==> config.mk <==
export PLATFORM = sky130hd
export DESIGN_NAME = cdb_arbiter_flat
export DESIGN_NICKNAME = d
export VERILOG_FILES = /design/src/rtl/cdb_arbiter_if.sv /design/src/rtl/cdb_arbiter.sv /design/src/flat_wrapper.sv
export SDC_FILE = /design/constraint.sdc
export NUM_CORES = 1
export LEC_CHECK = 0
export CAP_MARGIN = 10
export CORE_ASPECT_RATIO = 1.4
export CORE_MARGIN = 4
export CORE_UTILIZATION = 42
export DETAILED_ROUTE_END_ITERATION = 12
export PLACE_DENSITY = 0.88
export SLEW_MARGIN = 30
export SYNTH_ARGS = -nofsm -noshare
export SYNTH_HDL_FRONTEND = slang
export SYNTH_SLANG_ARGS = --single-unit
==> constraint.sdc <==
create_clock -name clk -period 6.68 [get_ports clk]
set_input_delay 2.004 -clock clk [delete_from_list [all_inputs] [get_ports clk]]
set_output_delay 2.004 -clock clk [all_outputs]
set_load 0.005 [all_outputs]
==> src/rtl/cdb_arbiter_if.sv <==
// Bus between the result producers and the CDB arbiter: requests, grants and the registered broadcast.
interface cdb_arbiter_if #(
    parameter int DATA_W   = 32,
    parameter int TAG_W    = 4,
    parameter int LS_IDX_W = 3
);
    logic                  flush;
    logic                  cdb_stall;
    logic [5:0]            req;
    logic [6*DATA_W-1:0]   req_data;
    logic [LS_IDX_W-1:0]   ls_idx;
    logic [5:0]            gnt;
    logic                  cdb_valid;
    logic [TAG_W-1:0]      cdb_tag;
    logic [DATA_W-1:0]     cdb_data;
    logic [2:0]            rr_ptr;

    modport master (
        output flush, cdb_stall, req, req_data, ls_idx,
        input  gnt, cdb_valid, cdb_tag, cdb_data, rr_ptr
    );

    modport slave (
        input  flush, cdb_stall, req, req_data, ls_idx,
        output gnt, cdb_valid, cdb_tag, cdb_data, rr_ptr
    );
endinterface

==> src/rtl/cdb_arbiter.sv <==
// Round-robin arbiter for the common data bus with a one-cycle registered broadcast.
// Optional macro CDB_LS_PRIO_EN: load/store wins outright and the other five round-robin.
module cdb_arbiter #(
    parameter int DATA_W   = 32,
    parameter int TAG_W    = 4,
    parameter int LS_IDX_W = 3
) (
    input  logic          clk,
    input  logic          rst_n,
    cdb_arbiter_if.slave  bus
);
    localparam int LS = 5;

    logic             any;
    logic [2:0]       win;
    logic [2:0]       ptr_nxt;
    logic             hold;
    logic [5:0]       gnt_c;
    logic [TAG_W-1:0] tag_c;
    int               idx;

    always_comb begin
        any = 1'b0;
        win = '0;
        idx = 0;
`ifdef CDB_LS_PRIO_EN
        if (bus.req[LS]) begin
            any = 1'b1;
            win = 3'(LS);
        end else begin
            for (int k = 0; k < 5; k++) begin
                idx = int'(bus.rr_ptr) + k;
                if (idx >= 5) idx = idx - 5;
                if (!any && bus.req[idx]) begin
                    any = 1'b1;
                    win = 3'(idx);
                end
            end
        end
`else
        for (int k = 0; k < 6; k++) begin
            idx = int'(bus.rr_ptr) + k;
            if (idx >= 6) idx = idx - 6;
            if (!any && bus.req[idx]) begin
                any = 1'b1;
                win = 3'(idx);
            end
        end
`endif
    end

    // LS tags live in the upper half of the tag space, one per queue entry.
    always_comb begin
        tag_c = TAG_W'(int'(win) + 1);
        if (win == 3'(LS)) tag_c = TAG_W'(8 + int'(bus.ls_idx));
    end

    always_comb begin
        ptr_nxt = win + 3'd1;
`ifdef CDB_LS_PRIO_EN
        if (win == 3'(LS)) ptr_nxt = bus.rr_ptr;
        else if (win == 3'd4) ptr_nxt = 3'd0;
`else
        if (win == 3'(LS)) ptr_nxt = 3'd0;
`endif
    end

    // Grant is combinational, so reset must gate it as well as the registers.
    assign hold  = !rst_n || bus.flush || bus.cdb_stall;
    assign gnt_c = (any && !hold) ? (6'b000001 << win) : 6'b000000;
    assign bus.gnt = gnt_c;

    always_ff @(posedge clk or negedge rst_n) begin
        if (!rst_n) begin
            bus.cdb_valid <= 1'b0;
            bus.cdb_tag   <= '0;
            bus.cdb_data  <= '0;
            bus.rr_ptr    <= '0;
        end else if (bus.flush) begin
            bus.cdb_valid <= 1'b0;
            bus.cdb_tag   <= '0;
            bus.rr_ptr    <= '0;
        end else if (bus.cdb_stall) begin
            bus.cdb_valid <= 1'b0;
        end else if (any) begin
            bus.cdb_valid <= 1'b1;
            bus.cdb_tag   <= tag_c;
            bus.cdb_data  <= bus.req_data[int'(win)*DATA_W +: DATA_W];
            bus.rr_ptr    <= ptr_nxt;
        end else begin
            bus.cdb_valid <= 1'b0;
        end
    end
endmodule

==> src/flat_wrapper.sv <==
// flat-port wrapper written by rule: the top's interface ports become plain ports
module cdb_arbiter_flat 
#(
    parameter int DATA_W   = 32,
    parameter int TAG_W    = 4,
    parameter int LS_IDX_W = 3
)
  (clk, rst_n, bus_flush, bus_cdb_stall, bus_req, bus_req_data, bus_ls_idx, bus_gnt, bus_cdb_valid, bus_cdb_tag, bus_cdb_data, bus_rr_ptr);
  cdb_arbiter_if #(.DATA_W(DATA_W), .TAG_W(TAG_W), .LS_IDX_W(LS_IDX_W)) bus_i ();
  input  logic clk;
  input  logic rst_n;
  input wire logic [$bits(bus_i.flush)-1:0] bus_flush;
  input wire logic [$bits(bus_i.cdb_stall)-1:0] bus_cdb_stall;
  input wire logic [$bits(bus_i.req)-1:0] bus_req;
  input wire logic [$bits(bus_i.req_data)-1:0] bus_req_data;
  input wire logic [$bits(bus_i.ls_idx)-1:0] bus_ls_idx;
  output wire logic [$bits(bus_i.gnt)-1:0] bus_gnt;
  output wire logic [$bits(bus_i.cdb_valid)-1:0] bus_cdb_valid;
  output wire logic [$bits(bus_i.cdb_tag)-1:0] bus_cdb_tag;
  output wire logic [$bits(bus_i.cdb_data)-1:0] bus_cdb_data;
  output wire logic [$bits(bus_i.rr_ptr)-1:0] bus_rr_ptr;
  assign bus_i.flush = bus_flush;
  assign bus_i.cdb_stall = bus_cdb_stall;
  assign bus_i.req = bus_req;
  assign bus_i.req_data = bus_req_data;
  assign bus_i.ls_idx = bus_ls_idx;
  assign bus_gnt = bus_i.gnt;
  assign bus_cdb_valid = bus_i.cdb_valid;
  assign bus_cdb_tag = bus_i.cdb_tag;
  assign bus_cdb_data = bus_i.cdb_data;
  assign bus_rr_ptr = bus_i.rr_ptr;
  cdb_arbiter #(.DATA_W(DATA_W), .TAG_W(TAG_W), .LS_IDX_W(LS_IDX_W)) u_core (.clk(clk), .rst_n(rst_n), .bus(bus_i));
endmodule
==> impl_metrics.py <==
metrics = {
    "yosys": {
        "ys_warn_count": 0,
        "yosys-top-cells-area": "dfrtp_1, nand2_1, mux2i_1",
        "syn_inst": 721,
        "synth_cell_types": 60,
        "syn_avg_cell_area_um2": 7.03,
        "synth_largest_area_cell": "dfrtp_1",
        "synth_top_area_share_pct": 19.7,
        "ys_ff_latch": 40,
        "syn-num-nets": 939,
        "async_reset_ff_share_pct": 100,
        "synthFlopType": "dfrtp_1",
        "yosysSeqAreaShare_pct": 19.7,
        "synth_area_um2": 5070,
        "synth_edf_count": 0,
    },
    "grt": {
        "grt-busiest-layer": "met2",
        "met1_usage_pct": 32.0,
        "grt_pass1_vias": 6186,
        "grt_pass1_wl_um": 31100,
        "grt_max_degree": 84,
        "met3_usage_pct": 4.68,
        "grt_overflow": 0,
        "met2_usage_pct": 51.0,
        "antenna_found_initial": 0,
        "track_usage_pct": 27.9,
    },
    "run_status": {
        "status": "finished clean",
    },
    "power_and_ir_drop": {
        "cellLeakagePower_nw": 3.43,
        "ir_worst_vdd_mv": 0.729,
        "power_mw": 4.89,
        "power_density_nw_per_um2": 610,
    },
    "timing": {
        "rsz0062_at_grt": "true",
        "setup_viol": 0,
        "max_freq_mhz": 152,
        "final.setup_skew_ps": 13.5,
        "finalWorstSetupSlack_ps": 117,
        "maxSlewHeadroom_pct": 39.9,
        "tightest_slew_ps": 901,
        "fin_crit_sh_pct": 98.2,
        "finalHoldViolCount": 0,
        "fin_crit_ps": 6560,
        "drv_slew": 0,
    },
    "clock_tree": {
        "cts_hold_buf": 0,
        "cts.sinks": 40,
        "cts.clk_slew.worst_paths_ps": 60,
        "cts_tree": "built",
        "clockBufferDepth": 2,
        "clockRootBuffer": "clkbuf_16",
        "worstSkewPairLatency_ps": 290,
        "cts_htree_levels": 2,
        "numCtsBuffers": 5,
    },
    "critical_path": {
        "arrival_ps": 4560,
        "start_kind": "primary input",
        "path_cells": "clkdlybuf4s50_1, mux2_2, mux2i_2, o21ai_2, nor3_4, buf_4, a2bb2oi_1, a21oi_2, inv_2, buf_4, buf_4, nor2_1, clkdlybuf4s50_1",
        "crit_path_max_incr_delay_ps": 510,
        "cp.required_ps": 4680,
        "end_kind": "output pin",
        "slowest_stage": "clkdlybuf4s50_1",
        "worst-setup-path-type": "in2out",
        "path_max_fanout": 5,
        "critPathMostFrequentCell": "buf_4",
    },
    "floorplanning": {
        "core_area_um2": 11800,
        "die_h_um": 138,
        "die-area_um2": 13900,
        "rows": 47,
        "io_pins": 251,
        "die_x_um": 101,
        "start_util_pct": 42.9,
    },
    "route": {
        "antenna_left": 0,
        "dr.pass1.iters": 5,
        "wl_per_cell_um": 18.0,
        "drc": 0,
        "num_vias": 6414,
        "viasPerCell": 5.84,
        "drtIter0Drc": 287,
        "drt_wl_total_um": 19800,
    },
    "layout": {
        "finalNetCount": 1169,
        "num_antenna_cells": 0,
        "syn_to_final_growth_pct": 58.0,
        "fin_util_pct": 67.8,
        "drive_gt1_share_pct": 9.87,
        "final_area_um2": 8010,
    },
    "worst_hold_path": {
        "hold_class": "reg2reg",
    },
    "place": {
        "dp_slack_ps": -291,
        "gp_congestion": 0.961,
        "place_hpwl_um": 14500,
        "dpl_cell_area_um2": 7670,
        "io_buffer_count": 250,
    },
    "flow_run": {
        "maxCapViolations": 0,
    },
}
[layer usage]
layer | vias to the layer above | wire length, µm
met5 | - | 0
met2 | 253 | 10500
li1 | 3103 | -
met4 | 0 | 607
met1 | 3016 | 7570
met3 | 42 | 1170
[kinds of logic (layout without fill, tap and decap cells)]
family / after synthesis / count (layout) / synth area share [%]
muxes: 46 / 46 / 9.38
buffers and inverters: 107 / 338 / 9.95
and+or+nand+nor: 294 / 294 / 27.1
xor gates and xnor gates: 6 / 6 / 1.33
AOI/OAI and AO/OA: 215 / 215 / 29.3
adders and majority gates: 13 / 13 / 3.21
DFF: 40 / 40 / 19.7
[sequential cells by signal (all words and copies together), names as in the netlist]
signal,count
u_core.bus.cdb_data,32
u_core.bus.cdb_tag,4
u_core.bus.cdb_valid,1
u_core.bus.rr_ptr,3
[critical path: cells and delay by family]
family	cells	cell delay [ps]
buffers and inverters	6	1410
multiplexers	2	530
AND/OR/NAND/NOR	2	300
AO/OA/AOI/OAI	3	290
[cell usage after synthesis (19+ instances only)]
library cell,n
nand2_1,169
a21oi_1,43
dfrtp_1,40
mux2i_1,40
nand3_1,40
inv_1,39
o211ai_1,37
a31oi_1,35
nand4_1,33
a32o_1,32
buf_2,31
o21ai_1,21
clkbuf_1,20
o21ai_0,19
[layout by cell type (no fill, tap or decap), drive strengths merged, types with 2 or more instances in the layout]
cell type,instances
a21oi,46
nand4,33
inv,40
mux2i,40
a31oi,35
clkbuf,8
nor4,2
or3,2
ha,13
a32o,32
nand2,169
nand3,40
o2bb2ai,2
nor3b,2
clkdlybuf4s50,243
mux2,6
o21ai,41
o211ai,37
o22ai,4
dfrtp,40
a2bb2oi,3
and3,6
a211oi,4
nand2b,10
dlygate4sd2,5
buf,41
a21o,2
nor2,18
xnor2,5
nor3,4
and2,2
[repair_timing]
action                                  4_1_cts  5_1_grt
pin swaps                                    13        6
hold endpoints to repair                      0        0
setup buffers                                 6        1
endpoints found under the setup margin        6        5
gates resized for setup                      25       15
[report_power, final]
group,internal [mW],leakage (nW),switching (mW)
Combinational,1.77,2.86,2.43
Clock,0.149,0.0712,0.102
Sequential,0.361,0.498,0.0745
[path summary, 6_finish.rpt]
path                                    startpoint                 endpoint  slack, ps  cells past startpoint
setup / recovery                        bus_req[3]               bus_gnt[4]        120                     13
hold / removal             u_core.bus.cdb_data[16]  u_core.bus.cdb_data[16]        490                      1
setup reg to reg              u_core.bus.rr_ptr[0]  u_core.bus.cdb_data[25]       2050                     15
hold reg to reg            u_core.bus.cdb_data[16]  u_core.bus.cdb_data[16]        490                      1
max in group asynchronous                    rst_n     u_core.bus.rr_ptr[0]       4310                      2
min in group asynchronous                    rst_n   u_core.bus.cdb_data[4]       1920                      2
[stage by stage]
step,hold slack [ps],std cells,TNS (ps)
floorplan,489,721,0
global placement,473,1084,-513
detailed placement,480,1084,-729
CTS,493,1098,0
global route,509,1099,-135
finish,490,1099,0
[cell type report]
class	count	area, µm²
tap	147	184
timing repair buffer	290	2810
fill	943	3810
inverter	40	150
sequential	40	1000
clock buffer	8	146
multi-input combinational	574	3720
(Power assumes the default switching activity.)
